$ cat src/rtl/lfsr9.sv
// lfsr9: Fibonacci LFSR with enable, seed load and lock-up flag; define LFSR9_LOCKUP_RECOVER_EN to auto-recover from the all-zero state
module lfsr9 #(
  parameter int WIDTH = 9,
  parameter int SEED  = 1
) (
  input  logic             clk,
  input  logic             reset,
  input  logic             en,
  input  logic             load,
  input  logic [WIDTH-1:0] seed_in,
  output logic [WIDTH-1:0] ps,
  output logic             lockup
);
  function automatic logic [15:0] tap_mask(input int w);
    case (w)
      3:       return 16'h0006;
      4:       return 16'h000C;
      5:       return 16'h0014;
      6:       return 16'h0030;
      7:       return 16'h0060;
      8:       return 16'h00B8;
      9:       return 16'h0110;
      10:      return 16'h0240;
      11:      return 16'h0500;
      12:      return 16'h0E08;
      13:      return 16'h1C80;
      14:      return 16'h3802;
      15:      return 16'h6000;
      16:      return 16'hD008;
      default: return 16'h0000;
    endcase
  endfunction

  localparam logic [15:0]      TAP_ALL = tap_mask(WIDTH);
  localparam logic [WIDTH-1:0] TAPS    = TAP_ALL[WIDTH-1:0];
  localparam logic [31:0]      SEED_32 = SEED;
  localparam logic [WIDTH-1:0] SEED_W  = SEED_32[WIDTH-1:0];

  if (WIDTH < 3 || WIDTH > 16) begin : g_bad_width
    $error("lfsr9: WIDTH must be in 3..16");
  end
  if (SEED_W == '0) begin : g_bad_seed
    $error("lfsr9: SEED must be non-zero in the low WIDTH bits");
  end

  logic [WIDTH-1:0] shifted;
  logic [WIDTH-1:0] nxt;

  assign shifted = {ps[WIDTH-2:0], ^(ps & TAPS)};
  assign lockup  = (ps == '0);

  // next-state selection: load beats enable, otherwise hold
  always_comb begin
`ifdef LFSR9_LOCKUP_RECOVER_EN
    nxt = load ? ((seed_in == '0) ? SEED_W : seed_in) : en ? ((ps == '0) ? SEED_W : shifted) : ps;
`else
    nxt = load ? seed_in : en ? shifted : ps;
`endif
  end

  // state register, asynchronously forced to SEED
  always_ff @(posedge clk or posedge reset) begin
    if (reset) ps <= SEED_W;
    else       ps <= nxt;
  end
endmodule

$ cat config.mk
export PLATFORM = sky130hd
export DESIGN_NAME = lfsr9
export DESIGN_NICKNAME = d
export VERILOG_FILES = /design/src/rtl/lfsr9.sv
export SDC_FILE = /design/constraint.sdc
export NUM_CORES = 1
export LEC_CHECK = 0
export CAP_MARGIN = 20
export CELL_PAD_IN_SITES_DETAIL_PLACEMENT = 1
export CELL_PAD_IN_SITES_GLOBAL_PLACEMENT = 1
export CORE_MARGIN = 2
export CORE_UTILIZATION = 27
export DETAILED_ROUTE_END_ITERATION = 10
export PLACE_DENSITY = 0.72
export SYNTH_ARGS = -nofsm -noshare
export SYNTH_HDL_FRONTEND = slang
export SYNTH_SLANG_ARGS = --single-unit
$ cat constraint.sdc
create_clock -name clk -period 1.8 [get_ports clk]
set_clock_uncertainty 0.1 [all_clocks]
set_input_delay 0.18 -clock clk [delete_from_list [all_inputs] [get_ports clk]]
set_output_delay 0.18 -clock clk [all_outputs]
set_load 0.005 [all_outputs]
# [Word level (Yosys, flattened, before mapping)]
# Cells that the tools add are included.
# Widths: inputs -> output; s select.
[op_classes] reduce_logical=3 muxes=2
[ops] cell="$mux 9" n=2
[ops] cell="$logic_not 9->1" n=1
[ops] cell="$reduce_xor 9->1" n=1
[ops] cell="$reduce_bool 2->1" n=1
[totals] reg_bits=9 inputBits=13

# [Logic depth before layout (Yosys ltp)]
# Gate-level depths: netlist (run 1).
[logic_depth] ltp_word=3 depth_mapped=4 mapped_depth_nobuf=2

# [Worst setup path before layout (run 1)]
# Ideal clock, no wire load.
[synth_path] path_kind="reg-to-output" start="register ps[2]" end="output port lockup" arrival_time_ps=1159 path_stages_with_launch=3 slack_ps=361 required_time_ps=1520 n_path_buf=0 path_cell_list="dfrtp_1 or4_1 nor4_2"
[synth_via] elab_chain_len=1
[synth_lines] item="start, declared" line="11" rtl="output logic [WIDTH-1:0] ps,"
[synth_lines] item="start signal, assigned" line="64" rtl="else ps <= nxt;"
[synth_lines] item="$logic_not 9->1" line="50" rtl="assign lockup = (ps == '0);"
[synth_lines] item="end, declared" line="12" rtl="output logic lockup"
# No other way between the ends.

# [Worst setup path in the final report (run 1)]
# Same ends and word-level chain as after synthesis.

==> results of run 1 <==
## worst max-delay path, stage by stage, from the launching register on
cell and delay [ns]:
dfrtp_1 0.37, or4_4 0.53, nor4_2 0.13, buf_2 0.15
## power by group
group	switching [W]	internal, W	total, W
Clock	0.0000720	0.0000855	0.000158
Sequential	0.0000162	0.000226	0.000242
Combinational	0.0000601	0.000106	0.000166
Total	0.000148	0.000418	0.000566
## worst max path at each step
stage | end | slack [ns] | cells after the start
global placement | lockup | -0.15 | 3
CTS | lockup | 0.06 | 3
floorplan | lockup | 0.36 | 2
finish | lockup | 0.07 | 3
global route | lockup | 0.03 | 3
detailed placement | lockup | -0.16 | 3
## cell families after synthesis
| group | Yosys count | share of synthesized area [%] |
|---|---|---|
| buffers and inverters | 4 | 3.58 |
| AOI/OAI and AO/OA | 9 | 10.5 |
| DFF | 9 | 49.9 |
| muxes | 8 | 17.6 |
| and+or+nand+nor | 14 | 16.5 |
| xor gates and xnor gates | 1 | 1.93 |
## layout make-up
class                   count  area share (%)
clock buffers               4            3.43
inverters                   1           0.489
multi-input cells          32            28.1
flip-flops and latches      9            29.5
well taps                  16            2.61
repair buffers             30            35.9
## per-layer routing
metal	GRT usage (%)	vias to the layer above
li1	-	220
met4	1.76	0
met5	0	-
met3	4.80	0
met1	20.6	209
met2	25.7	12
## through the flow
stage	cells	TNS, ns	utilization (%)
after global placement	88	-0.149	48.1
after floorplan	45	0	-
after CTS	92	0	49.8
after global routing	92	0	49.8
after detailed placement	88	-0.156	48.1
final	92	0	49.8
## synth_stat cells
cell type,n,share of area [%]
buf_2,1,1.1
clkbuf_1,2,1.7
dfrtp_1,8,44
dfstp_2,1,5.8
inv_1,1,0.83
mux2i_1,8,18
nand2_1,9,7.4
nand2b_1,1,1.4
nor4_2,1,2.8
o211ai_1,1,1.7
o21ai_0,8,8.8
or3_1,1,1.4
or3b_2,1,1.9
or4_1,1,1.7
xnor2_1,1,1.9
==> summary.txt, run 1 <==
Layout
  – Commonest non-fill, non-tap cell in the layout: clkdlybuf4s50_1
  – Max FFs per register: 9
  – Fillers: 187
  – Post-route cell area: 767 sq um
  – Synth-to-layout area growth: 68.9%
  – Reg with most FFs: ps
  – Number of diodes: 0
  – Largest registers: ps (9)
  – Area of the multi-input gates: 215 sq um
  – Number of nets in the layout: 90
  – Sequential Area: 226 sq um
  – Most frequent cells in the layout: clkdlybuf4s50_1 (21), nand2_1 (9)
  – Layout cells sized above 1: 21.1%

Power
  – Pwr Total: 0.000566 W
  – Static Leakage: 0.344 nW
  – Power Density: 738 nW/um^2
  – Max VDD drop: 526 uV

STA
  – Fin. max-slew vios: 0
  – # setup viols final: 0
  – Final hold vios: 0
  – Max_slew headroom: 76.8%
  – Fmax achieved: 0.579 GHz
  – WHS: 0.0829 ns
  – Worst slew pin tran: 0.348 ns
  – Unrepaired setup endpoints after global routing: no
  – Fin crit period: 1.73 ns
  – Worst setup margin: 0.0725 ns
  – Final worst-path cycle share: 96.0%

Floorplanning
  – Core ar.: 1540 sq um
  – I/O Pins: 23
  – Die area: 2030 sq um
  – Die height: 45.0 um
  – Die Wd: 45.0 um
  – Row count: 14
  – Initial Utilization: 29.5%

Global routing
  – Tot GR Track Use: 15.5%
  – Pin count of the biggest net entering global routing: 19
  – Vias in the first global route: 480
  – Antenna violations before repair: 0
  – GRT overflow: 0
  – First-pass GRT wire length: 2240 um

Route
  – Metal1 wirelength: 634 um
  – Routed length per placed instance: 13.9 um
  – 1st-iter DRT viols: 7
  – Via count: 441
  – Routed wl met2: 592 um
  – Uppermost layer routed: met3
  – DRT Wirelength: 1280 um
  – Routed Antenna Nets: 0
  – TritonRoute pass-1 iters: 3
  – Vias per cell: 4.79
  – Met3 WL: 55 um
  – # DRC: 0

CTS
  – CTS Buffer Depth: 2
  – CTS Buf Count: 3
  – Worst-path clk slew: 0.06 ns
  – Max H-tree Level: 1
  – # clock sinks: 9
  – Hold Buf Count CTS: 0
  – Post-CTS Resized: 5
  – Worst-Skew Late Latency: 0.26 ns
  – Clock root buffer: clkbuf_4
  – Post-CTS setup buffers: 0
  – CTS tree: done

Placed design
  – Number of port buffers: 22
  – DP HPWL: 995 um
  – Area after DPL: 742 sq um
  – Pre-CTS worst setup slack: -0.156 ns
  – Routability-driven placement congestion ratio: 0.705

Critical path
  – Worst Path Required: 1.52 ns
  – Worst r2r dst: ps[0]$_DFFE_PP1P_
  – Reg2Reg Launch Point: ps[0]$_DFFE_PP1P_
  – R2R cell count: 2
  – Worst-path fanout max: 2
  – Crit path from: ps[2]$_DFFE_PP0P_
  – Worst Setup Start Kind: flop
  – Arr. time, crit path: 1.45 ns
  – Kind of critical path: flop to output pin
  – Worst reg-to-reg setup slack: 0.50 ns
  – Crit path capture type: output pin

Synthesis
  – Post-synthesis register bit count: 9
  – Yosys warns: 0
  – Register area share after synthesis: 49.9%
  – Avg Cell Area, Syn: 10.1 sq um
  – Cell Area, Synth: 454 sq um
  – Post-synth net total: 58
  – Synth Instances: 45
  – Synth cell types: 15

Worst hold path
  – HP Class: input pin to asynchronous set/reset pin

Status
  – Status: complete, no violations

Job
  – Max Cap Viol: 0
No activity file was read; power rests on OpenSTA's default activity.
==> run 2, diff against run 1 <==
--- a/config.mk
+++ b/config.mk
@@ -6,11 +6,12 @@
 export NUM_CORES = 1
 export LEC_CHECK = 0
 export CAP_MARGIN = 20
-export CELL_PAD_IN_SITES_DETAIL_PLACEMENT = 1
+export CELL_PAD_IN_SITES_DETAIL_PLACEMENT = 0
 export CELL_PAD_IN_SITES_GLOBAL_PLACEMENT = 1
 export CORE_MARGIN = 2
 export CORE_UTILIZATION = 27
 export DETAILED_ROUTE_END_ITERATION = 10
+export HOLD_SLACK_MARGIN = 0.06
 export PLACE_DENSITY = 0.72
 export SYNTH_ARGS = -nofsm -noshare
 export SYNTH_HDL_FRONTEND = slang
==> summary.txt, run 2 (synthesis gave the netlist of run 1 again) <==
Placed design
  – Pre-CTS worst setup slack: -0.156 ns (about the same)
  – Number of port buffers: 22 (unchanged)
  – Routability-driven placement congestion ratio: 0.705 (unchanged)

Global routing
  – GRT overflow: 0 (unchanged)
  – First-pass GRT wire length: 1870 um (was 2240 um)
  – Antenna violations before repair: 0 (unchanged)
  – Pin count of the biggest net entering global routing: 19 (unchanged)
  – Vias in the first global route: 424 (was 480)
  – Tot GR Track Use: 13.9% (was 15.5%)

Layout
  – Synth-to-layout area growth: 70.8% (was 68.9%)
  – Largest registers: ps (9) (unchanged)
  – Number of diodes: 0 (unchanged)
  – Fin util: 50.3% (was 49.8%)
  – Fillers: 163 (was 187)
  – Commonest non-fill, non-tap cell in the layout: clkdlybuf4s50_1 (unchanged)
  – Number of nets in the layout: 90 (unchanged)
  – Max FFs per register: 9 (unchanged)
  – Reg with most FFs: ps (unchanged)
  – Most frequent cells in the layout: clkdlybuf4s50_1 (21), nand2_1 (9) (unchanged)
  – Layout cells sized above 1: 21.1% (unchanged)

CTS
  – Clock root buffer: clkbuf_4 (unchanged)
  – Worst-path clk slew: 0.06 ns (about the same)
  – CTS Buf Count: 3 (unchanged)
  – CTS tree: done (unchanged)
  – Worst-Skew Late Latency: 0.26 ns (about the same)
  – Hold Buf Count CTS: 0 (unchanged)
  – CTS Buffer Depth: 2 (unchanged)
  – # clock sinks: 9 (unchanged)
  – Max H-tree Level: 1 (unchanged)
  – Post-CTS setup buffers: 0 (unchanged)

Route
  – Via count: 424 (was 441)
  – DRT Wirelength: 1100 um (was 1280 um)
  – Vias per cell: 4.61 (was 4.79)
  – 1st-iter DRT viols: 2 (was 7)
  – # DRC: 0 (unchanged)
  – Routed Antenna Nets: 0 (unchanged)
  – TritonRoute pass-1 iters: 3 (unchanged)
  – Routed length per placed instance: 12.0 um (was 13.9 um)

Critical path
  – CP max stage cell: or4_4 (unchanged)
  – Worst Setup Start Kind: flop (unchanged)
  – Max incr delay on CP: 0.55 ns (was 0.53 ns)
  – Kind of critical path: flop to output pin (unchanged)
  – Worst Path Required: 1.52 ns (about the same)
  – Top delay family on crit path: simple AND/OR/NAND/NOR gates (unchanged)
  – Crit path capture type: output pin (unchanged)
  – Arr. time, crit path: 1.46 ns (was 1.45 ns)
  – Buf+Inv Stages, Crit Path: 1 (unchanged)
  – Worst-path cell chain: or4_4 -> nor4_4 -> buf_2 (was or4_4 -> nor4_2 -> buf_2)
  – Worst reg-to-reg setup slack: 0.51 ns (was 0.50 ns)
  – Worst-path fanout max: 2 (unchanged)

STA
  – Final worst-path cycle share: 96.7% (was 96.0%)
  – Worst setup margin: 0.0601 ns (was 0.0725 ns)
  – Final hold vios: 0 (unchanged)
  – Final setup TNS: 0 ns (unchanged)
  – Max_slew headroom: 77.1% (was 76.8%)
  – Fin. max-slew vios: 0 (unchanged)
  – Fmax achieved: 0.575 GHz (was 0.579 GHz)
  – Unrepaired setup endpoints after global routing: yes (was no)
  – Fin crit period: 1.74 ns (was 1.73 ns)
  – Worst slew pin tran: 0.344 ns (was 0.348 ns)
  – # setup viols final: 0 (unchanged)
  – WHS: 0.0692 ns (was 0.0829 ns)

Floorplanning
  – I/O Pins: 23 (unchanged)
  – Die height: 45.0 um (unchanged)
  – Row count: 14 (unchanged)
  – Die area: 2030 sq um (unchanged)
  – Die Wd: 45.0 um (unchanged)
  – Core ar.: 1540 sq um (unchanged)
  – Initial Utilization: 29.5% (unchanged)

Power
  – Static Leakage: 0.346 nW (was 0.344 nW)
  – Max VDD drop: 368 uV (was 526 uV)
  – Pwr Total: 0.000567 W (was 0.000566 W)
  – Power Density: 730 nW/um^2 (was 738 nW/um^2)

Status
  – Status: complete, no violations (unchanged)

Job
  – Max Cap Viol: 0 (unchanged)

Worst hold path
  – HP Class: input pin to asynchronous set/reset pin (unchanged)
[run 2: cell counts in the layout (fill, tap and decap cells not counted)]
No cell type changed its count.
[run 2: layout make-up]
cell class	count	area, sq um	share of cell area (%)
clock buffers	4	26.3	3.39
inverters	1	3.75	0.484
multi-input cells	32	224	28.9
flip-flops and latches	9	226	29.2
well taps	16	20.0	2.58
repair buffers	30	275	35.5
[run 2: path summary, 6_finish.rpt]
kind                                     endpoint  depth (start not counted)         startpoint
worst max-delay path                       lockup                          3  ps[2]$_DFFE_PP0P_
worst min register to register  ps[1]$_DFFE_PP0P_                          2  ps[0]$_DFFE_PP1P_
worst min-delay path            ps[7]$_DFFE_PP0P_                          2              reset
min in group clk                ps[1]$_DFFE_PP0P_                          3         seed_in[1]
max in group asynchronous       ps[0]$_DFFE_PP1P_                          2              reset
worst max register to register  ps[0]$_DFFE_PP1P_                          2  ps[0]$_DFFE_PP1P_
[run 2: per-layer routing]
| layer | global-route usage, % | up-vias | wire, um | part of all wire, % |
|---|---|---|---|---|
| met1 | 16.5 | 185 | 490 | 45 |
| met5 | 0 | - | 0 | 0 |
| met2 | 20.3 | 15 | 518 | 47 |
| met3 | 6.00 | 4 | 67 | 6.1 |
| li1 | - | 220 | - | - |
| met4 | 8.82 | 0 | 25 | 2.3 |
[run 2: timing repair]
action,in CTS,in global routing
endpoints found under the setup margin,1,1
pin swaps,1,0
resized for setup,4,2
gates cloned,0,0
[run 2: power by group]
group	internal (W)	switching [W]
registers	0.000226	0.0000171
logic	0.000106	0.0000585
clock network	0.0000856	0.0000727
[run 2: per-stage QoR]
stage	instances	cell area [sq um]
floorplan	45	454
global placement	88	742
detailed placement	88	742
CTS	92	763
global route	92	776
finish	92	776
